$ cat src/rtl/alu_pkg.sv
// Shared types and constants for the sequential ALU.
// Optional divider support is selected by the ALU_DIV_EN macro in the top module.
package alu_pkg;

   typedef enum logic [2:0] {
      OP_ADD  = 3'd0,
      OP_MUL  = 3'd1,
      OP_AND  = 3'd2,
      OP_XOR  = 3'd3,
      OP_SUB  = 3'd4,
      OP_OR   = 3'd5,
      OP_DIV  = 3'd6,
      OP_RSVD = 3'd7
   } alu_op_e;

   typedef enum logic [1:0] {
      IDLE = 2'd0,
      MUL  = 2'd1,
      DIV  = 2'd2,
      DONE = 2'd3
   } state_e;

   // Bit positions inside the {N, Z, C, V} flags vector
   localparam int FLAG_N = 3;
   localparam int FLAG_Z = 2;
   localparam int FLAG_C = 1;
   localparam int FLAG_V = 0;

endpackage

$ cat src/rtl/alu_seq_if.sv
// Command/result handshake bundle between the operand bank and the result stage.
interface alu_seq_if #(
   parameter int WIDTH = 16
);
   logic             in_valid;
   logic             in_ready;
   logic [WIDTH-1:0] a;
   logic [WIDTH-1:0] b;
   logic [2:0]       op;
   logic             out_valid;
   logic             out_ready;
   logic [WIDTH-1:0] result;
   logic [3:0]       flags;
   logic             error;

   modport master (
      output in_valid, a, b, op, out_ready,
      input  in_ready, out_valid, result, flags, error
   );

   modport slave (
      input  in_valid, a, b, op, out_ready,
      output in_ready, out_valid, result, flags, error
   );
endinterface

$ cat src/rtl/alu_seq_mul.sv
// Iterative shift-add multiplier: first partial product on start, then one
// multiplier bit per cycle; done pulses once the full product is ready.
module alu_seq_mul #(
   parameter int WIDTH = 16
) (
   input  logic               clk,
   input  logic               reset,
   input  logic               start,
   input  logic [WIDTH-1:0]   a,
   input  logic [WIDTH-1:0]   b,
   output logic               done,
   output logic [2*WIDTH-1:0] product
);
   localparam int CNT_W = $clog2(WIDTH) + 1;

   logic [2*WIDTH-1:0] acc_r;
   logic [2*WIDTH-1:0] mcand_r;
   logic [WIDTH-1:0]   mplier_r;
   logic [CNT_W-1:0]   cnt_r;
   logic               busy_r;
   logic               done_r;

   // Bit 0 is consumed on start so the last bit lands WIDTH-1 cycles later
   always_ff @(posedge clk) begin
      if (reset) begin
         acc_r    <= '0;
         mcand_r  <= '0;
         mplier_r <= '0;
         cnt_r    <= '0;
         busy_r   <= 1'b0;
         done_r   <= 1'b0;
      end else begin
         done_r <= 1'b0;
         if (start) begin
            acc_r    <= b[0] ? {{WIDTH{1'b0}}, a} : '0;
            mcand_r  <= {{WIDTH{1'b0}}, a} << 1;
            mplier_r <= b >> 1;
            cnt_r    <= CNT_W'(1);
            busy_r   <= 1'b1;
         end else if (busy_r) begin
            if (mplier_r[0]) begin
               acc_r <= acc_r + mcand_r;
            end
            mcand_r  <= mcand_r << 1;
            mplier_r <= mplier_r >> 1;
            cnt_r    <= cnt_r + CNT_W'(1);
            if (cnt_r == CNT_W'(WIDTH - 1)) begin
               busy_r <= 1'b0;
               done_r <= 1'b1;
            end
         end
      end
   end

   assign done    = done_r;
   assign product = acc_r;

endmodule

$ cat src/rtl/alu_seq.sv
// Sequential handshaked ALU with iterative multiplier.
// Define ALU_DIV_EN to add op 6 as an iterative unsigned restoring divider.
module alu_seq
   import alu_pkg::*;
#(
   parameter int WIDTH = 16
) (
   input  logic     clk,
   input  logic     reset,
   alu_seq_if.slave bus
);
   localparam int CNT_W = $clog2(WIDTH) + 1;

   state_e             state_r;
   state_e             state_next;
   alu_op_e            op_s;
   logic               in_ready_s;
   logic               out_valid_s;
   logic               accept_s;
   logic               mul_start_s;
   logic               mul_done_s;
   logic [2*WIDTH-1:0] mul_product_s;
   logic [WIDTH:0]     sum_s;
   logic [WIDTH:0]     diff_s;
   logic [WIDTH-1:0]   alu_result_s;
   logic [3:0]         alu_flags_s;
   logic               alu_error_s;
   logic               carry_s;
   logic               ovf_s;
   logic [WIDTH-1:0]   result_r;
   logic [3:0]         flags_r;
   logic               error_r;

   assign op_s        = alu_op_e'(bus.op);
   assign accept_s    = bus.in_valid && in_ready_s;
   assign mul_start_s = accept_s && (op_s == OP_MUL);
   assign sum_s       = {1'b0, bus.a} + {1'b0, bus.b};
   assign diff_s      = {1'b0, bus.a} - {1'b0, bus.b};

   alu_seq_mul #(.WIDTH(WIDTH)) u_mul (
      .clk     (clk),
      .reset   (reset),
      .start   (mul_start_s),
      .a       (bus.a),
      .b       (bus.b),
      .done    (mul_done_s),
      .product (mul_product_s)
   );

`ifdef ALU_DIV_EN
   logic [WIDTH-1:0] rem_r;
   logic [WIDTH-1:0] quo_r;
   logic [WIDTH-1:0] dvs_r;
   logic [CNT_W-1:0] div_cnt_r;
   logic [WIDTH:0]   rem_shift_s;
   logic [WIDTH:0]   rem_diff_s;
   logic [WIDTH-1:0] rem_next_s;
   logic [WIDTH-1:0] quo_next_s;
   logic             div_start_s;
   logic             div_last_s;

   assign div_start_s = accept_s && (op_s == OP_DIV) && (bus.b != '0);
   assign div_last_s  = (state_r == DIV) && (div_cnt_r == CNT_W'(WIDTH - 1));
   assign rem_shift_s = {rem_r, quo_r[WIDTH-1]};
   assign rem_diff_s  = rem_shift_s - {1'b0, dvs_r};

   // Restoring step: keep the trial subtraction only when it did not go negative
   always_comb begin
      rem_next_s = rem_shift_s[WIDTH-1:0];
      quo_next_s = {quo_r[WIDTH-2:0], 1'b0};
      if (!rem_diff_s[WIDTH]) begin
         rem_next_s = rem_diff_s[WIDTH-1:0];
         quo_next_s = {quo_r[WIDTH-2:0], 1'b1};
      end else begin
         rem_next_s = rem_shift_s[WIDTH-1:0];
      end
   end

   // Divider registers; dividend bits shift out of quo_r as quotient bits shift in
   always_ff @(posedge clk) begin
      if (reset) begin
         rem_r     <= '0;
         quo_r     <= '0;
         dvs_r     <= '0;
         div_cnt_r <= '0;
      end else if (div_start_s) begin
         rem_r     <= '0;
         quo_r     <= bus.a;
         dvs_r     <= bus.b;
         div_cnt_r <= '0;
      end else if (state_r == DIV) begin
         rem_r     <= rem_next_s;
         quo_r     <= quo_next_s;
         div_cnt_r <= div_cnt_r + CNT_W'(1);
      end
   end
`endif

   // Single-cycle ops; invalid codes force result and flags to zero
   always_comb begin
      alu_result_s = '0;
      alu_error_s  = 1'b0;
      carry_s      = 1'b0;
      ovf_s        = 1'b0;
      alu_flags_s  = 4'b0000;
      case (op_s)
         OP_ADD: begin
            alu_result_s = sum_s[WIDTH-1:0];
            carry_s      = sum_s[WIDTH];
            ovf_s        = (bus.a[WIDTH-1] == bus.b[WIDTH-1]) &&
                           (sum_s[WIDTH-1] != bus.a[WIDTH-1]);
         end
         OP_SUB: begin
            alu_result_s = diff_s[WIDTH-1:0];
            carry_s      = diff_s[WIDTH];
            ovf_s        = (bus.a[WIDTH-1] != bus.b[WIDTH-1]) &&
                           (diff_s[WIDTH-1] != bus.a[WIDTH-1]);
         end
         OP_AND: alu_result_s = bus.a & bus.b;
         OP_XOR: alu_result_s = bus.a ^ bus.b;
         OP_OR:  alu_result_s = bus.a | bus.b;
         OP_MUL: alu_result_s = '0;
`ifdef ALU_DIV_EN
         OP_DIV: begin
            alu_result_s = '1;
            alu_error_s  = 1'b1;
         end
`endif
         default: alu_error_s = 1'b1;
      endcase
      if (alu_error_s && (alu_result_s == '0)) begin
         alu_flags_s = 4'b0000;
      end else begin
         alu_flags_s[FLAG_N] = alu_result_s[WIDTH-1];
         alu_flags_s[FLAG_Z] = (alu_result_s == '0);
         alu_flags_s[FLAG_C] = carry_s;
         alu_flags_s[FLAG_V] = ovf_s;
      end
   end

   // State register
   always_ff @(posedge clk) begin
      if (reset) begin
         state_r <= IDLE;
      end else begin
         state_r <= state_next;
      end
   end

   // Next-state logic
   always_comb begin
      state_next = state_r;
      case (state_r)
         IDLE: begin
            if (!accept_s) begin
               state_next = IDLE;
            end else if (op_s == OP_MUL) begin
               state_next = MUL;
`ifdef ALU_DIV_EN
            end else if (div_start_s) begin
               state_next = DIV;
`endif
            end else begin
               state_next = DONE;
            end
         end
         MUL: begin
            if (mul_done_s) begin
               state_next = DONE;
            end else begin
               state_next = MUL;
            end
         end
`ifdef ALU_DIV_EN
         DIV: begin
            if (div_last_s) begin
               state_next = DONE;
            end else begin
               state_next = DIV;
            end
         end
`endif
         DONE: begin
            if (bus.out_ready) begin
               state_next = IDLE;
            end else begin
               state_next = DONE;
            end
         end
         default: state_next = IDLE;
      endcase
   end

   // Handshake outputs decoded from the state register
   always_comb begin
      in_ready_s  = 1'b0;
      out_valid_s = 1'b0;
      case (state_r)
         IDLE:    in_ready_s  = 1'b1;
         DONE:    out_valid_s = 1'b1;
         default: begin
            in_ready_s  = 1'b0;
            out_valid_s = 1'b0;
         end
      endcase
   end

   // Result registers load once per command and hold through DONE
   always_ff @(posedge clk) begin
      if (reset) begin
         result_r <= '0;
         flags_r  <= 4'b0000;
         error_r  <= 1'b0;
      end else begin
         case (state_r)
            IDLE: begin
               if (accept_s && (state_next == DONE)) begin
                  result_r <= alu_result_s;
                  flags_r  <= alu_flags_s;
                  error_r  <= alu_error_s;
               end
            end
            MUL: begin
               if (mul_done_s) begin
                  result_r        <= mul_product_s[WIDTH-1:0];
                  flags_r[FLAG_N] <= mul_product_s[WIDTH-1];
                  flags_r[FLAG_Z] <= (mul_product_s[WIDTH-1:0] == '0);
                  flags_r[FLAG_C] <= 1'b0;
                  flags_r[FLAG_V] <= (mul_product_s[2*WIDTH-1:WIDTH] != '0);
                  error_r         <= 1'b0;
               end
            end
`ifdef ALU_DIV_EN
            DIV: begin
               if (div_last_s) begin
                  result_r        <= quo_next_s;
                  flags_r[FLAG_N] <= quo_next_s[WIDTH-1];
                  flags_r[FLAG_Z] <= (quo_next_s == '0);
                  flags_r[FLAG_C] <= 1'b0;
                  flags_r[FLAG_V] <= 1'b0;
                  error_r         <= 1'b0;
               end
            end
`endif
            default: begin
               result_r <= result_r;
            end
         endcase
      end
   end

   assign bus.in_ready  = in_ready_s;
   assign bus.out_valid = out_valid_s;
   assign bus.result    = result_r;
   assign bus.flags     = flags_r;
   assign bus.error     = error_r;

endmodule

$ cat src/flat_wrapper.sv
// flat-port wrapper written by rule: the top's interface ports become plain ports
module alu_seq_flat import alu_pkg::*;
#(
   parameter int WIDTH = 16
)
  (clk, reset, bus_in_valid, bus_a, bus_b, bus_op, bus_out_ready, bus_in_ready, bus_out_valid, bus_result, bus_flags, bus_error);
  alu_seq_if #(.WIDTH(WIDTH)) bus_i ();
  input  logic clk;
  input  logic reset;
  input wire logic [$bits(bus_i.in_valid)-1:0] bus_in_valid;
  input wire logic [$bits(bus_i.a)-1:0] bus_a;
  input wire logic [$bits(bus_i.b)-1:0] bus_b;
  input wire logic [$bits(bus_i.op)-1:0] bus_op;
  input wire logic [$bits(bus_i.out_ready)-1:0] bus_out_ready;
  output wire logic [$bits(bus_i.in_ready)-1:0] bus_in_ready;
  output wire logic [$bits(bus_i.out_valid)-1:0] bus_out_valid;
  output wire logic [$bits(bus_i.result)-1:0] bus_result;
  output wire logic [$bits(bus_i.flags)-1:0] bus_flags;
  output wire logic [$bits(bus_i.error)-1:0] bus_error;
  assign bus_i.in_valid = bus_in_valid;
  assign bus_i.a = bus_a;
  assign bus_i.b = bus_b;
  assign bus_i.op = bus_op;
  assign bus_i.out_ready = bus_out_ready;
  assign bus_in_ready = bus_i.in_ready;
  assign bus_out_valid = bus_i.out_valid;
  assign bus_result = bus_i.result;
  assign bus_flags = bus_i.flags;
  assign bus_error = bus_i.error;
  alu_seq #(.WIDTH(WIDTH)) u_core (.clk(clk), .reset(reset), .bus(bus_i));
endmodule
$ cat config.mk
export PLATFORM = sky130hd
export DESIGN_NAME = alu_seq_flat
export DESIGN_NICKNAME = d
export VERILOG_FILES = /design/src/rtl/alu_pkg.sv /design/src/rtl/alu_seq_if.sv /design/src/rtl/alu_seq_mul.sv /design/src/rtl/alu_seq.sv /design/src/flat_wrapper.sv
export SDC_FILE = /design/constraint.sdc
export NUM_CORES = 1
export LEC_CHECK = 0
export CORE_MARGIN = 10
export CORE_UTILIZATION = 30
export DETAILED_ROUTE_END_ITERATION = 8
export HOLD_SLACK_MARGIN = 0.06
export MAX_ROUTING_LAYER = met4
export PLACE_DENSITY = 0.54
export SLEW_MARGIN = 15
export SYNTH_ARGS = -nofsm -noshare
export SYNTH_HDL_FRONTEND = slang
export SYNTH_SLANG_ARGS = --single-unit
$ cat constraint.sdc
create_clock -name clk -period 4.3 [get_ports clk]
set_input_delay 1.075 -clock clk [delete_from_list [all_inputs] [get_ports clk]]
set_output_delay 1.075 -clock clk [all_outputs]
set_load 0.1 [all_outputs]
==> qor.yml <==
min_path:
  min_path_type: "flip-flop to flip-flop"
logic_synthesis:
  synth_edf_count: 0
  synthCells: 1137
  async_flop_share_pct: 0
  ys.warnings.count: 0
  avgSynthCellArea_sq_um: 7.81
  yosys-top-cells-area: "dfxtp_1, ha_1, mux2i_1, nor2_1, a21oi_1"
  syn-num-nets: 1263
  ys_ff_latch: 108
  yosysTopAreaCell: "dfxtp_1"
  synth_seq_area_share_pct: 24.4
  yosysTopAreaCellShare_pct: 24.4
  synthesis.area_sq_um: 8880
  synth-main-ff-cell: "dfxtp_1"
  synth.distinct_cells: 90
power:
  leakage_nw: 4.77
  irDropWorstVdd_v: 0.000158
  power_mw: 2.90
  powerDensity_nw_per_um2: 253
layout:
  syn_to_final_growth_pct: 29.2
  fin_util_pct: 39.7
  final_cell_mix: "buf_4, nor2_1, dfxtp_1"
  final_common_cell: "buf_4"
  nNetsFinal: 1441
  layout-drive-gt1-share_pct: 18.5
  fin_area_sq_um: 11500
global_routing:
  met2_usage_pct: 28.6
  grt_pass1_wl_um: 49900
  grt_pass1_vias: 8691
  antenna_found_initial: 1
  gr-usage-met1_pct: 22.7
  grt_busiest_layer: "met2"
  grt_max_degree: 55
  grt_remaining_overflow: 0
  grtUsageTotal_pct: 17.5
  grt_use_met3_pct: 1.80
floorplan:
  fp-row-count: 62
  die_w_um: 192
  die-height_um: 192
  initial_utilization_pct: 30.7
  io_pins: 62
  coreArea_sq_um: 28900
  dieArea_sq_um: 36900
cts:
  cts.sinks: 108
  cts_buffer_depth: 2
  clk_latency_ns: 0.36
  clk_pin_slew_worst_paths_ns: 0.08
  cts_buffers: 9
  root_buffer: "clkbuf_16"
  htree_levels: 3
  cts_hold_buffers: 0
  tritoncts: "yes"
detailed_routing:
  avgViaCountPerCell: 5.21
  wire_per_inst_um: 18.8
  antenna_left: 0
  firstDrtPassIters: 7
  vias: 8891
  remaining_drc_errors: 0
  drtIter0Drc: 697
  routed_wl_um: 32100
place:
  portBuffers: 61
  dp_hpwl_um: 25400
  finalWeightedCongestion: 0.961
  pre_cts_slack_ns: -0.355
  dpl_cell_area_sq_um: 10900
sta:
  skew_ns: 0.0102
  fmax_mhz: 237
  fin_crit_ns: 4.22
  drv_slew: 0
  hold_slack_ns: 0.457
  maxSlewHeadroom_pct: 32.1
  setup_slack_ns: 0.0791
  finalSetupViolCount: 0
  tightestPinTransition_ns: 1.01
  hold_violations: 0
  fin_crit_sh_pct: 98.2
setup_path:
  path_max_fanout: 7
  critical_path_class: "input pin to flip-flop"
  worst_setup_path_start_kind: "input pin"
  worstPathRequired_ns: 4.58
  cp-end-kind: "flip-flop"
  worst_ep_arrival_time_ns: 4.50
status:
  status: "finished, final reports clean"
flow_run:
  drv_cap: 0
==> stage by stage <==
step                      TNS, ns  std cells
after floorplan                 0       1137
after global placement     -0.915       1682
after detailed placement    -1.25       1682
after CTS                       0       1698
after global routing      -0.0201       1705
final                           0       1705
==> cells in the mapped netlist, drive strengths merged, types with 6 or more instances <==
cell type,instances
nor2,148
dfxtp,108
nand2,96
a21oi,88
ha,84
mux2i,61
inv,57
o21ai,53
a211oi,52
clkbuf,34
nand3,33
buf,30
a21o,21
nor3,21
xnor2,21
nand2b,19
o211ai,17
a31oi,14
xor2,14
o22ai,12
nor2b,11
nor4,11
o31ai,9
or3,9
a311oi,8
nand3b,7
o21a,7
a2111oi,6
==> worst max-delay path: stages <==
cell and delay, ns:
clkdlybuf4s50_1 0.51, inv_1 0.09, ha_2 0.39, nor2b_1 0.08, or3_1 0.37, o31ai_1 0.36, mux2i_1 0.25, o21ai_1 0.17
nor4_2 0.30, buf_4 0.15, nand4b_1 0.12, or3_1 0.40, a311oi_2 0.22
==> kinds of logic after synthesis <==
group	after synthesis	synth area share [%]
DFF	108	24.4
AOI/OAI and AO/OA	334	25.8
and+or+nand+nor	390	20.6
buffers and inverters	122	6.36
adders and majority gates	87	12.5
xor gates and xnor gates	35	3.45
muxes	61	6.88
==> final cells by class <==
cell class | count | area [sq um]
clock inverters | 6 | 60.1
clock buffers | 10 | 239
diodes | 1 | 2.50
flip-flops and latches | 108 | 2160
multi-input cells | 907 | 6380
repair buffers | 232 | 1930
fillers | 2968 | 17500
well taps | 384 | 480
inverters | 57 | 214
==> where the power goes <==
part	total, mW	internal (mW)	switching (mW)
logic	0.996	0.411	0.585
clock network	0.851	0.425	0.426
registers	1.06	1.03	0.0284
total	2.90	1.86	1.04
==> registers in the layout, indices dropped and copies added (netlist names) <==
name                   cells
u_core.state_r             2
u_core.u_mul.mcand_r      31
u_core.u_mul.cnt_r         5
u_core.u_mul.mplier_r     15
u_core.bus.result         16
u_core.bus.error           1
u_core.u_mul.product      32
u_core.bus.flags           4
u_core.u_mul.busy_r        1
u_core.u_mul.done          1
==> what timing repair did <==
action / in CTS / in global routing
gates resized for setup: 3 / 49
pin swaps: 4 / 16
setup buffers: 0 / 6
setup endpoints to repair: 1 / 4
==> path summary, 6_finish.rpt <==
path / slack, ns / to / start / cells past startpoint
worst min-delay path: 0.46 / u_core.bus.error$_SDFFE_PP0P_ / u_core.bus.error$_SDFFE_PP0P_ / 2
worst max register to register: 0.96 / u_core.u_mul.product[30]$_SDFFE_PP0P_ / u_core.u_mul.product[2]$_SDFFE_PP0P_ / 11
worst max-delay path: 0.08 / u_core.bus.flags[2]$_SDFFE_PP0P_ / bus_a[8] / 13
worst min register to register: 0.46 / u_core.bus.error$_SDFFE_PP0P_ / u_core.bus.error$_SDFFE_PP0P_ / 2
==> routing by layer <==
metal | part of all wire [%] | vias to the layer above
met5 | 0 | -
met4 | 1.7 | 0
met3 | 3.4 | 31
met2 | 48 | 172
met1 | 47 | 4197
li1 | - | 4491
Note: power is estimated with default switching activity, not from simulation.
==> variant: new RTL, same settings <==
Re-encode `state_e` (4 states) as Gray code, 2 bits wide.
--- a/src/rtl/alu_pkg.sv
+++ b/src/rtl/alu_pkg.sv
@@ -15,8 +15,8 @@
 
    typedef enum logic [1:0] {
-      IDLE = 2'd0,
-      MUL  = 2'd1,
-      DIV  = 2'd2,
-      DONE = 2'd3
+      IDLE = 2'b00,
+      MUL  = 2'b01,
+      DIV  = 2'b11,
+      DONE = 2'b10
    } state_e;
 
Check against the original RTL: no difference found for any inputs over 10 cycles, from zero or initial values and one cycle with reset high; not proved beyond that.
==> variant against the original RTL <==
Wire length is 9.7% lower. Sequential cell count stayed put. Final area is 6.7% lower. Area after synthesis is 3.9% lower. Sequential power hardly changed. Worst setup slack better by 0.074 ns. Final cell count is 4.4% lower. Combinational power is 9.9% lower. Total power is 2.6% lower. Critical path type unchanged.
==> variant: results (changes against the original RTL) <==
- Layout cells sized above 1: 14.54% (was 18.48%)
- Gp weighted congestion: 0.9516 (was 0.9612)
- Slew headroom: 24.13% (was 32.09%)
- Syn Nets: 1230 (was 1263)
- Detailed Place HPWL: 22420 um (was 25390 um)
- FF-to-FF Start: u_core.u_mul.product[1] (was u_core.u_mul.product[2])
- Pin count of the biggest net entering global routing: 78 (was 55)
- R2R Path End: u_core.u_mul.product[31] (was u_core.u_mul.product[30])
- Worst Reg-to-Reg Cells: 13 (was 11)
- Distinct cells, synth: 76 (was 90)
- Global Route Usage Sum: 16.68% (was 17.55%)
- Filler Cell Count: 2966 (was 2968)
- Register area share after synthesis: 25.35% (was 24.35%)
- Max VDD drop: 0.1877 mV (was 0.1578 mV)
- First-pass GRT wire length: 47270 um (was 49900 um)
- CP Max Fanout: 3 (was 7)
- Post-synth top cells: nor2_1, a21oi_1, nand2_1 (was nor2_1, dfxtp_1, nand2_1)
- Initial drt markers: 642 (was 697)
- Xor/xnor cell area share of the yosys netlist: 3.492% (was 3.453%)
- DR vias/cell: 5.188 (was 5.215)
- First drt pass iteration count: 6 (was 7)
- Synth Area in Compound Gates: 25.98% (was 25.82%)
- Worst path arrival time: 4.37 ns (was 4.50 ns)
- Achievable Freq: 241.1 MHz (was 236.9 MHz)
- Antenna cell count: 0 (was 1)
- Tcrit/Tclk final: 96.45% (was 98.16%)
- Outcome: complete, no violations (unchanged)
- Hold_ws: 0.4776 ns (was 0.4572 ns)
- Vias in the first global route: 8495 (was 8691)
- Post-synthesis mux area share: 7.424% (was 6.877%)
- CP endpoint: u_core.bus.flags[1] (was u_core.bus.flags[2])
- WL per Instance: 17.79 um (was 18.84 um)
- Top post-synthesis cells by area: dfxtp_1, ha_1, mux2i_1 (unchanged)
- Post-Synth Adder-Cell Area: 13.03% (was 12.51%)
- Critical path startpoint: bus_b[0] (was bus_a[8])
- R2r setup slk: 0.83 ns (was 0.96 ns)
[variant: critical path, stage by stage]
cell,delay [ns]
clkdlybuf4s50_1,0.43
buf_4,0.15
ha_1,0.21
fa_2,0.37
a211oi_2,0.32
o211ai_1,0.16
and2_2,0.24
a311oi_4,0.34
buf_4,0.18
o41ai_1,0.08
mux2_2,0.27
a22oi_1,0.19
and4_1,0.27
o41ai_2,0.08
[variant: worst min path at each step]
stage,start,end,depth (start not counted)
3_3_place_gp,u_core.u_mul.product[17],u_core.u_mul.product[17],2
2_1_floorplan,u_core.u_mul.product[27],u_core.u_mul.product[27],2
5_1_grt,u_core.u_mul.product[17],u_core.u_mul.product[17],2
3_5_place_dp,u_core.u_mul.product[17],u_core.u_mul.product[17],2
6_report,u_core.u_mul.product[29],u_core.u_mul.product[29],2
4_1_cts,u_core.u_mul.product[17],u_core.u_mul.product[17],2
[variant: final cells by class]
class,count,area (um2),area share (%)
clock inverter,6,63.81,0.5959
sequential,108,2166,20.23
clock buffer,10,239.0,2.232
inverter,58,217.7,2.033
multi-input combinational,882,5964,55.70
tap,378,473.0,4.417
timing repair buffer,188,1584,14.79
[variant: power breakdown]
group / switching (mW) / internal, mW / total, mW
registers: 0.0322 / 1.03 / 1.06
logic: 0.534 / 0.362 / 0.897
clock network: 0.442 / 0.427 / 0.869
[variant: kinds of logic after synthesis]
group / after synthesis
flip-flops: 108
AO/OA/AOI/OAI: 336
AND/OR/NAND/NOR: 362
buffers and inverters: 114
multiplexers: 63
adder cells (fa/ha/maj): 87
XOR/XNOR: 34
[variant: routing by layer]
metal  global-route usage [%]  up-vias  share of wire (%)
li1                         -     4270                  -
met1                    21.45     4026                 48
met2                    27.00      141                 47
met3                    2.585       20                3.7
met4                    3.663        0                1.3
met5                        -        -                  0
[variant: through the flow]
step | instance area (um2) | utilization, % | std cells
2_1_floorplan | 8528 | - | 1104
3_3_place_gp | 10370 | 37.12 | 1614
3_5_place_dp | 10370 | 37.12 | 1614
4_1_cts | 10670 | 38.21 | 1630
5_1_grt | 10710 | 38.33 | 1630
6_report | 10710 | 38.33 | 1630
